--- src/rtl/dmem_port_arbiter.sv ---
// dmem_port_arbiter: shares the data-memory port between core (C) and DMA (D).
// Round-robin grant, one outstanding transaction, stall and timeout handling.
module dmem_port_arbiter #(
    parameter int unsigned TIMEOUT_CYCLES = 255
) (
    input  logic        clk_in,
    input  logic        rst_n_in,
    input  logic        c_req_in,
    input  logic        c_we_in,
    input  logic [31:0] c_addr_in,
    input  logic [31:0] c_wdata_in,
    input  logic [3:0]  c_mask_in,
    output logic        c_ack_out,
    output logic        c_err_out,
    output logic [31:0] c_rdata_out,
    input  logic        d_req_in,
    input  logic        d_we_in,
    input  logic [31:0] d_addr_in,
    input  logic [31:0] d_wdata_in,
    input  logic [3:0]  d_mask_in,
    output logic        d_ack_out,
    output logic        d_err_out,
    output logic [31:0] d_rdata_out,
    output logic        dm_req_out,
    output logic        dm_we_out,
    output logic [31:0] dmaddr_out,
    output logic [31:0] dmdata_out,
    output logic [3:0]  dmwr_mask_out,
    input  logic        dm_ready_in,
    input  logic [31:0] dm_rdata_in,
    input  logic        dm_rvalid_in,
    output logic        busy_out,
    output logic        grant_out
);

    typedef enum logic [1:0] {
        IDLE   = 2'd0,
        ISSUE  = 2'd1,
        WAIT_R = 2'd2
    } state_t;

    localparam bit          TO_EN  = (TIMEOUT_CYCLES != 0);
    localparam logic [16:0] TO_LIM = 17'(TIMEOUT_CYCLES);

    state_t      state;
    logic        last_grant;
    logic [15:0] to_cnt;

    logic        c_elig;
    logic        d_elig;
    logic        any_elig;
    logic        win_d;
    logic        sel_we;
    logic [31:0] sel_addr;
    logic [31:0] sel_wdata;
    logic [3:0]  sel_mask;
    logic        to_hit;
    logic [15:0] to_next;

    // Arbitration, request field selection and timeout detection.
    always_comb begin
        c_elig    = c_req_in & ~c_ack_out;
        d_elig    = d_req_in & ~d_ack_out;
        any_elig  = c_elig | d_elig;
        win_d     = (c_elig & d_elig) ? ~last_grant : d_elig;
        sel_we    = win_d ? d_we_in    : c_we_in;
        sel_addr  = win_d ? d_addr_in  : c_addr_in;
        sel_wdata = win_d ? d_wdata_in : c_wdata_in;
        sel_mask  = win_d ? d_mask_in  : c_mask_in;
        to_hit    = TO_EN && (({1'b0, to_cnt} + 17'd1) == TO_LIM);
        to_next   = (to_cnt == 16'hFFFF) ? to_cnt : to_cnt + 16'd1;
    end

    // Transaction FSM; every output is a register updated here.
    always_ff @(posedge clk_in or negedge rst_n_in) begin
        if (!rst_n_in) begin
            state         <= IDLE;
            last_grant    <= 1'b1;
            to_cnt        <= 16'd0;
            c_ack_out     <= 1'b0;
            c_err_out     <= 1'b0;
            c_rdata_out   <= 32'd0;
            d_ack_out     <= 1'b0;
            d_err_out     <= 1'b0;
            d_rdata_out   <= 32'd0;
            dm_req_out    <= 1'b0;
            dm_we_out     <= 1'b0;
            dmaddr_out    <= 32'd0;
            dmdata_out    <= 32'd0;
            dmwr_mask_out <= 4'd0;
            busy_out      <= 1'b0;
            grant_out     <= 1'b0;
        end else begin
            c_ack_out <= 1'b0;
            c_err_out <= 1'b0;
            d_ack_out <= 1'b0;
            d_err_out <= 1'b0;
            unique case (state)
                IDLE: begin
                    if (any_elig) begin
                        grant_out     <= win_d;
                        last_grant    <= win_d;
                        dmaddr_out    <= sel_addr & ~32'h3;
                        dmdata_out    <= sel_wdata;
                        dm_we_out     <= sel_we;
                        dmwr_mask_out <= sel_we ? sel_mask : 4'b0000;
                        if (sel_we && (sel_mask == 4'b0000)) begin
                            if (win_d) d_ack_out <= 1'b1;
                            else       c_ack_out <= 1'b1;
                        end else begin
                            dm_req_out <= 1'b1;
                            busy_out   <= 1'b1;
                            to_cnt     <= 16'd0;
                            state      <= ISSUE;
                        end
                    end
                end
                ISSUE: begin
                    if (dm_ready_in && dm_we_out) begin
                        dm_req_out <= 1'b0;
                        busy_out   <= 1'b0;
                        state      <= IDLE;
                        if (grant_out) d_ack_out <= 1'b1;
                        else           c_ack_out <= 1'b1;
                    end else if (to_hit) begin
                        dm_req_out <= 1'b0;
                        busy_out   <= 1'b0;
                        state      <= IDLE;
                        if (grant_out) begin
                            d_ack_out   <= 1'b1;
                            d_err_out   <= 1'b1;
                            d_rdata_out <= 32'd0;
                        end else begin
                            c_ack_out   <= 1'b1;
                            c_err_out   <= 1'b1;
                            c_rdata_out <= 32'd0;
                        end
                    end else begin
                        to_cnt <= to_next;
                        if (dm_ready_in) begin
                            dm_req_out <= 1'b0;
                            state      <= WAIT_R;
                        end
                    end
                end
                WAIT_R: begin
                    if (dm_rvalid_in) begin
                        busy_out <= 1'b0;
                        state    <= IDLE;
                        if (grant_out) begin
                            d_ack_out   <= 1'b1;
                            d_rdata_out <= dm_rdata_in;
                        end else begin
                            c_ack_out   <= 1'b1;
                            c_rdata_out <= dm_rdata_in;
                        end
                    end else if (to_hit) begin
                        busy_out <= 1'b0;
                        state    <= IDLE;
                        if (grant_out) begin
                            d_ack_out   <= 1'b1;
                            d_err_out   <= 1'b1;
                            d_rdata_out <= 32'd0;
                        end else begin
                            c_ack_out   <= 1'b1;
                            c_err_out   <= 1'b1;
                            c_rdata_out <= 32'd0;
                        end
                    end else begin
                        to_cnt <= to_next;
                    end
                end
                default: begin
                    dm_req_out <= 1'b0;
                    busy_out   <= 1'b0;
                    state      <= IDLE;
                end
            endcase
        end
    end

endmodule

--- config.mk ---
export PLATFORM = sky130hd
export DESIGN_NAME = dmem_port_arbiter
export DESIGN_NICKNAME = d
export VERILOG_FILES = /design/src/rtl/dmem_port_arbiter.sv
export SDC_FILE = /design/constraint.sdc
export NUM_CORES = 1
export LEC_CHECK = 0
export ABC_CLOCK_PERIOD_IN_PS = 2780
export BUFFER_PORTS_ARGS = -buffer_cell sky130_fd_sc_hd__buf_2
export CAP_MARGIN = 5
export CORE_UTILIZATION = 44
export DETAILED_ROUTE_END_ITERATION = 16
export GPL_TIMING_DRIVEN = 0
export PLACE_DENSITY = 0.87
export SLEW_MARGIN = 10
export SYNTH_ARGS = -nofsm -noshare
export SYNTH_HDL_FRONTEND = slang
export SYNTH_SLANG_ARGS = --single-unit
--- constraint.sdc ---
create_clock -name clk_in -period 2.78 [get_ports clk_in]
set_clock_uncertainty 0.2 [all_clocks]
set_input_delay 0.139 -clock clk_in [delete_from_list [all_inputs] [get_ports clk_in]]
set_output_delay 0.139 -clock clk_in [all_outputs]
set_load 0.005 [all_outputs]
-- After elaboration in Yosys (flattened, before gate mapping)
Index checks and enable logic that the tools add are counted.
- bits in registers: 157
- input port bits: 176
- output and inout port bits: 140
- logic and storage cells: 116
- add/subtract/negate cells: 2
- equality and inequality tests: 12
- muxes and demuxes: 65
- bitwise gates (word level): 8
- reduce and logical (&&, ||, !) cells: 13
- operator list (kind ; number):
    $mux 32 ; 12
    $pmux 32 s2 ; 2
    $mux 16 ; 6
    $pmux 16 s3 ; 1
    $mux 1 ; 28
    $add 16x1->17 const B ; 1
    $eq 17x8->1 const B ; 1
    $add 16x1->16 const B ; 1
    $eq 16x16->1 const B ; 1
    $mux 2 ; 7
    $pmux 1 s3 ; 4
    $ne 3x3->1 const B ; 3
    $mux 4 ; 2
    $ne 2x2->1 const B ; 4
    $reduce_and 4->1 ; 2
    $pmux 2 s3 ; 1
    $reduce_and 3->1 ; 2
    $reduce_and 5->1 ; 1
    $logic_not 4->1 ; 1
    $ne 4x4->1 const B ; 1
    $not 1->1 ; 4
    $pmux 1 s2 ; 2
    $reduce_and 2->1 ; 2
    $and 1x1->1 ; 3
    other kinds (7) ; 8

-- Logic depth before layout (Yosys ltp)
- depth after elaboration: 10
- mapped depth: 11
- depth with buffers taken out: 8

-- Worst setup path after synthesis
Ideal clock, no wire load.
- path type: reg-to-reg
- start: reg to_cnt[1]
- end: reg d_rdata_out[10]
- setup time: 0.120 ns
- arrival: 2.576 ns
- setup slack: -0.116 ns
- cell stages (with the launch flop): 12
- path buffers: 4
- clock period less this slack: 2.896 ns
- path through: dfrtp_1 ha_1 buf_2 nand2_1 or3_1 buf_2 xnor2_2 nand3_2 or4b_1 buf_2 buf_6 a31o_1
- longest elaborated chain between the ends: 5
- ends and longest elaborated chain (item ; line ; text):
    from (decl) ; 47 ; logic [15:0] to_cnt;
    from (signal assigned) ; 139 ; to_cnt <= to_next;
    from (signal assigned) ; 170 ; to_cnt <= to_next;
    $add 16x1->17 * ; 70 ; to_hit = TO_EN && (({1'b0, to_cnt} + 17'd1) == TO_LIM);
    $eq 17x8->1 * ; 70 ;
    $mux 32 * ; -- ;
    $mux 32, on equally long branches ; -- ;
    $pmux 32 s2 * ; -- ;
    to (signal assigned) ; 152 ; d_rdata_out <= dm_rdata_in;
    to (decl) ; 23 ; output logic [31:0] d_rdata_out,
Every way passes the cells marked *; elsewhere a longest branch is shown, timed or not. The select of a mux whose other input is x is not followed.
A chain may end at the register's enable or synchronous reset.

-- Worst setup path after layout
- start: reg to_cnt[3]
- end: reg d_rdata_out[4]
The elaborated chain is that of the path after synthesis.

==> impl_metrics.csv <==
group,metric,value,unit
sta,worst_pin_slew,0.713,ns
floorplanning,core,17300,sq um
synth,ys_seq_area_share,50.4,%
synth,synthDominantCellAreaShare,50.1,%
layout,most-common-layout-cells,"buf_2 (315), dlygate4sd3_1 (169), dfrtp_1 (150)",
sta,fin_crit_sh,106,%
layout,nets,1509,
layout,synthToLayoutAreaGrowth,60.8,%
synth,synth_warnings,0,
clock_network,cts_tree,"done",
synth,ys_ff_latch,157,
outcome,status,"finished with violations",
route,via_per_inst,6.31,
sta,setup_tns,-3.84,ns
floorplanning,ios,316,
layout,drive_above_1_share,33.7,%
clock_network,clk_path_buf_depth,2,
critical_path,crit_path_end_kind,"flip-flop",
route,initialDrtViolationCount,1161,
sta,setup_viol,39,
clock_network,cts.clk_slew.worst_paths,0.07,ns
sta,finalHoldViolCount,0,
synth,synth_edf_count,0,
synth,synth_area_leaders,"dfrtp_1 (50%), a22oi_1 (6.0%), nand2_1 (6.0%)",
critical_path,path_class,"reg -> reg",
grt,grt_pass1_vias,9688,
placed_design,gp_congestion,0.940,
synth,synth_top_family_by_area,"compound AO/OA/AOI/OAI gates",
synth,synthCells,795,
floorplanning,start_util,45.1,%
critical_path,cp_slowest_cell,"or4b_4",
grt,antenna_found_initial,4,
sta,max_freq,339,MHz
grt,grt_pass1_wl,52400,microns
synth,synthArstFlopShare,100,%
floorplanning,die_area,18300,sq um
power_and_ir_drop,leakagePower,6.06,nW
route,first_pass_iters,8,
clock_network,cts_root_buf,"clkbuf_16",
grt,gr-total-overflow,0,
critical_path,critPathMaxStageDelay,0.70,ns
floorplanning,fp.dieW,135,microns
synth,synth-simple-area-share,15.5,%
synth,synth.avg_cell_area,9.81,sq um
power_and_ir_drop,power.density,914,nW/um^2
synth,synth_compound_area_share,22.4,%
critical_path,cp_common_cell,"nand4_1",
sta,min_period,2.95,ns
layout,final_common_cell,"buf_2",
layout,fillers,1009,
clock_network,numCtsBuffers,17,
power_and_ir_drop,ir_worst_vdd,0.558,mV
placed_design,dp_slack,-0.577,ns
layout,fin_cells,1567,
critical_path,cp_cell_sequence,"nand4_1, buf_4, nor4_4, xnor2_2, nand4_1, or4b_4, buf_8, a31o_1",
outcome,violations,"negative setup slack",
sta,holdWs,0.0425,ns
placed_design,place_inst,1331,
hold_path,hold_path_class,"in -> async",
synth,synthAdderAreaFrac,1.12,%
critical_path,crit_path_start,"to_cnt[3]",
job,cap_violations,0,
placed_design,numPortBuffers,309,
route,drc,0,
grt,grt_max_degree,93,
route,vias,9890,
sta,report.final.slew_viol_count,0,
clock_network,clock-sinks,157,
synth,syn_area,7790,sq um
synth,synth_xor_area_share,0.546,%
route,post_drt_wl_per_cell,23.0,microns
critical_path,critPathBufInv,2,
layout,fin_util,72.5,%
grt,grt_usage,37.5,%
critical_path,critPathRequiredTime,2.89,ns
synth,synthMuxAreaShare,5.15,%
critical_path,path_delay_family,"simple AND/OR/NAND/NOR gates",
sta,setup_ws,-0.168,ns
synth,synth_top_cell_by_area,"dfrtp_1",
critical_path,reg2reg_from,"to_cnt[3]",
synth,yosysUniqueCellTypes,60,
floorplanning,die_h,135,microns
sta,rsz0062_at_grt,"yes",
clock_network,insertion_delay,0.43,ns
floorplanning,rows,48,
clock_network,htreeDepth,4,
critical_path,start_kind,"flip-flop",
route,wirelength,36100,microns
route,detail-route-antenna-nets,0,
synth,ys.flop_type,"dfrtp_1",
sta,maxSlewHeadroom,52.0,%
critical_path,cp_max_fo,10,
placed_design,dpl.hpwl,19100,microns
critical_path,cp.arrival,3.06,ns
-- stage by stage --
stage / instance area [sq um] / power, mW
final: 12500 / 11.5
after global routing: 12500 / 11.9
after CTS: 12300 / 10.7
after detailed placement: 9700 / 7.92
after global placement: 9660 / 7.75
after floorplan: 7830 / 5.91
-- cell usage after synthesis (all sizes together), types with 2 or more instances --
library cell  number
nand4              9
nand2b             4
dfrtp            156
nand3b             2
xnor2              3
and3              37
nor3               7
a22o               9
nand2            124
nor2b              4
clkbuf            53
buf               21
a211o              2
nor2               8
o2111ai            2
mux2i             39
o21ai             82
o311ai             4
a22oi             62
inv               11
or2                3
a21oi              8
a31oi             36
ha                 7
nand3             11
o211ai             3
nor4              10
or3                8
o2bb2ai            2
nor3b              2
o31ai              8
a31o              32
and4b              2
or4                5
and3b              2
-- report_power, final --
part / internal [mW] / switching, mW / leakage [nW]
combinational: 1.96 / 3.07 / 3.74
clock: 1.45 / 1.09 / 0.302
sequential: 3.22 / 0.667 / 2.02
total: 6.63 / 4.83 / 6.06
-- sequential cells by signal, indices dropped and copies added (netlist names) --
name	flops
c_ack_out	1
busy_out	1
d_ack_out	1
grant_out	1
dmwr_mask_out	4
d_rdata_out	32
dmaddr_out	30
c_rdata_out	32
c_err_out	1
dm_we_out	1
to_cnt	16
dmdata_out	32
last_grant	1
dm_req_out	1
state	2
d_err_out	1
-- per-layer routing --
| metal | routed length (microns) | GRT usage (%) | part of all wire (%) | vias to the layer above |
|---|---|---|---|---|
| li1 | - | - | - | 4012 |
| met1 | 12000 | 43.4 | 33 | 4619 |
| met2 | 16700 | 60.1 | 46 | 984 |
| met3 | 4460 | 11.0 | 12 | 273 |
| met4 | 2870 | 25.5 | 8.0 | 2 |
| met5 | 18 | 0 | 0.050 | - |
-- worst reg2reg max path, stage by stage, from the launching register on --
cell and delay, ns:
dfrtp_1 0.39, nand4_1 0.14, buf_4 0.23, nor4_4 0.38, xnor2_2 0.20, nand4_1 0.18, or4b_4 0.70, buf_8 0.19
a31o_1 0.22
-- logic make-up after synthesis --
family,Yosys count
other,1
adder cells (fa/ha/maj),7
AND/OR/NAND/NOR,241
XOR/XNOR,4
multiplexers,40
flip-flops,157
buffers and inverters,86
AO/OA/AOI/OAI,259
-- what timing repair did --
| item | CTS | global route |
|---|---|---|
| setup buffers | 18 | 17 |
| pin swaps | 9 | 29 |
| resized for setup | 37 | 43 |
| hold buffers | 169 | 0 |
| endpoints found under the hold margin | 290 | 0 |
| setup endpoints to repair | 96 | 128 |
| cloned | 1 | 1 |
-- final timing paths --
kind                            cells past startpoint             end  slack, ns
min in group clk_in                                 5       to_cnt[9]       0.11
worst min-delay path                                2  d_rdata_out[4]       0.04
worst max register to register                      8  d_rdata_out[4]      -0.17
max in group asynchronous                           3   dmdata_out[1]       1.49
worst max-delay path                                8  d_rdata_out[4]      -0.17
worst min register to register                      2  dmaddr_out[20]       0.27
-- final cells by class --
| cell class | count | area [sq um] | share of cell area [%] |
|---|---|---|---|
| diodes | 4 | 10.0 | 0.0798 |
| plain buffers | 69 | 355 | 2.83 |
| clock buffers | 17 | 425 | 3.39 |
| clock inverters | 14 | 198 | 1.58 |
| inverters | 12 | 48.8 | 0.389 |
| multi-input cells | 553 | 3690 | 29.4 |
| flip-flops and latches | 157 | 3940 | 31.4 |
| well taps | 225 | 282 | 2.25 |
| repair buffers | 516 | 3590 | 28.6 |
(Power assumes the default switching activity.)
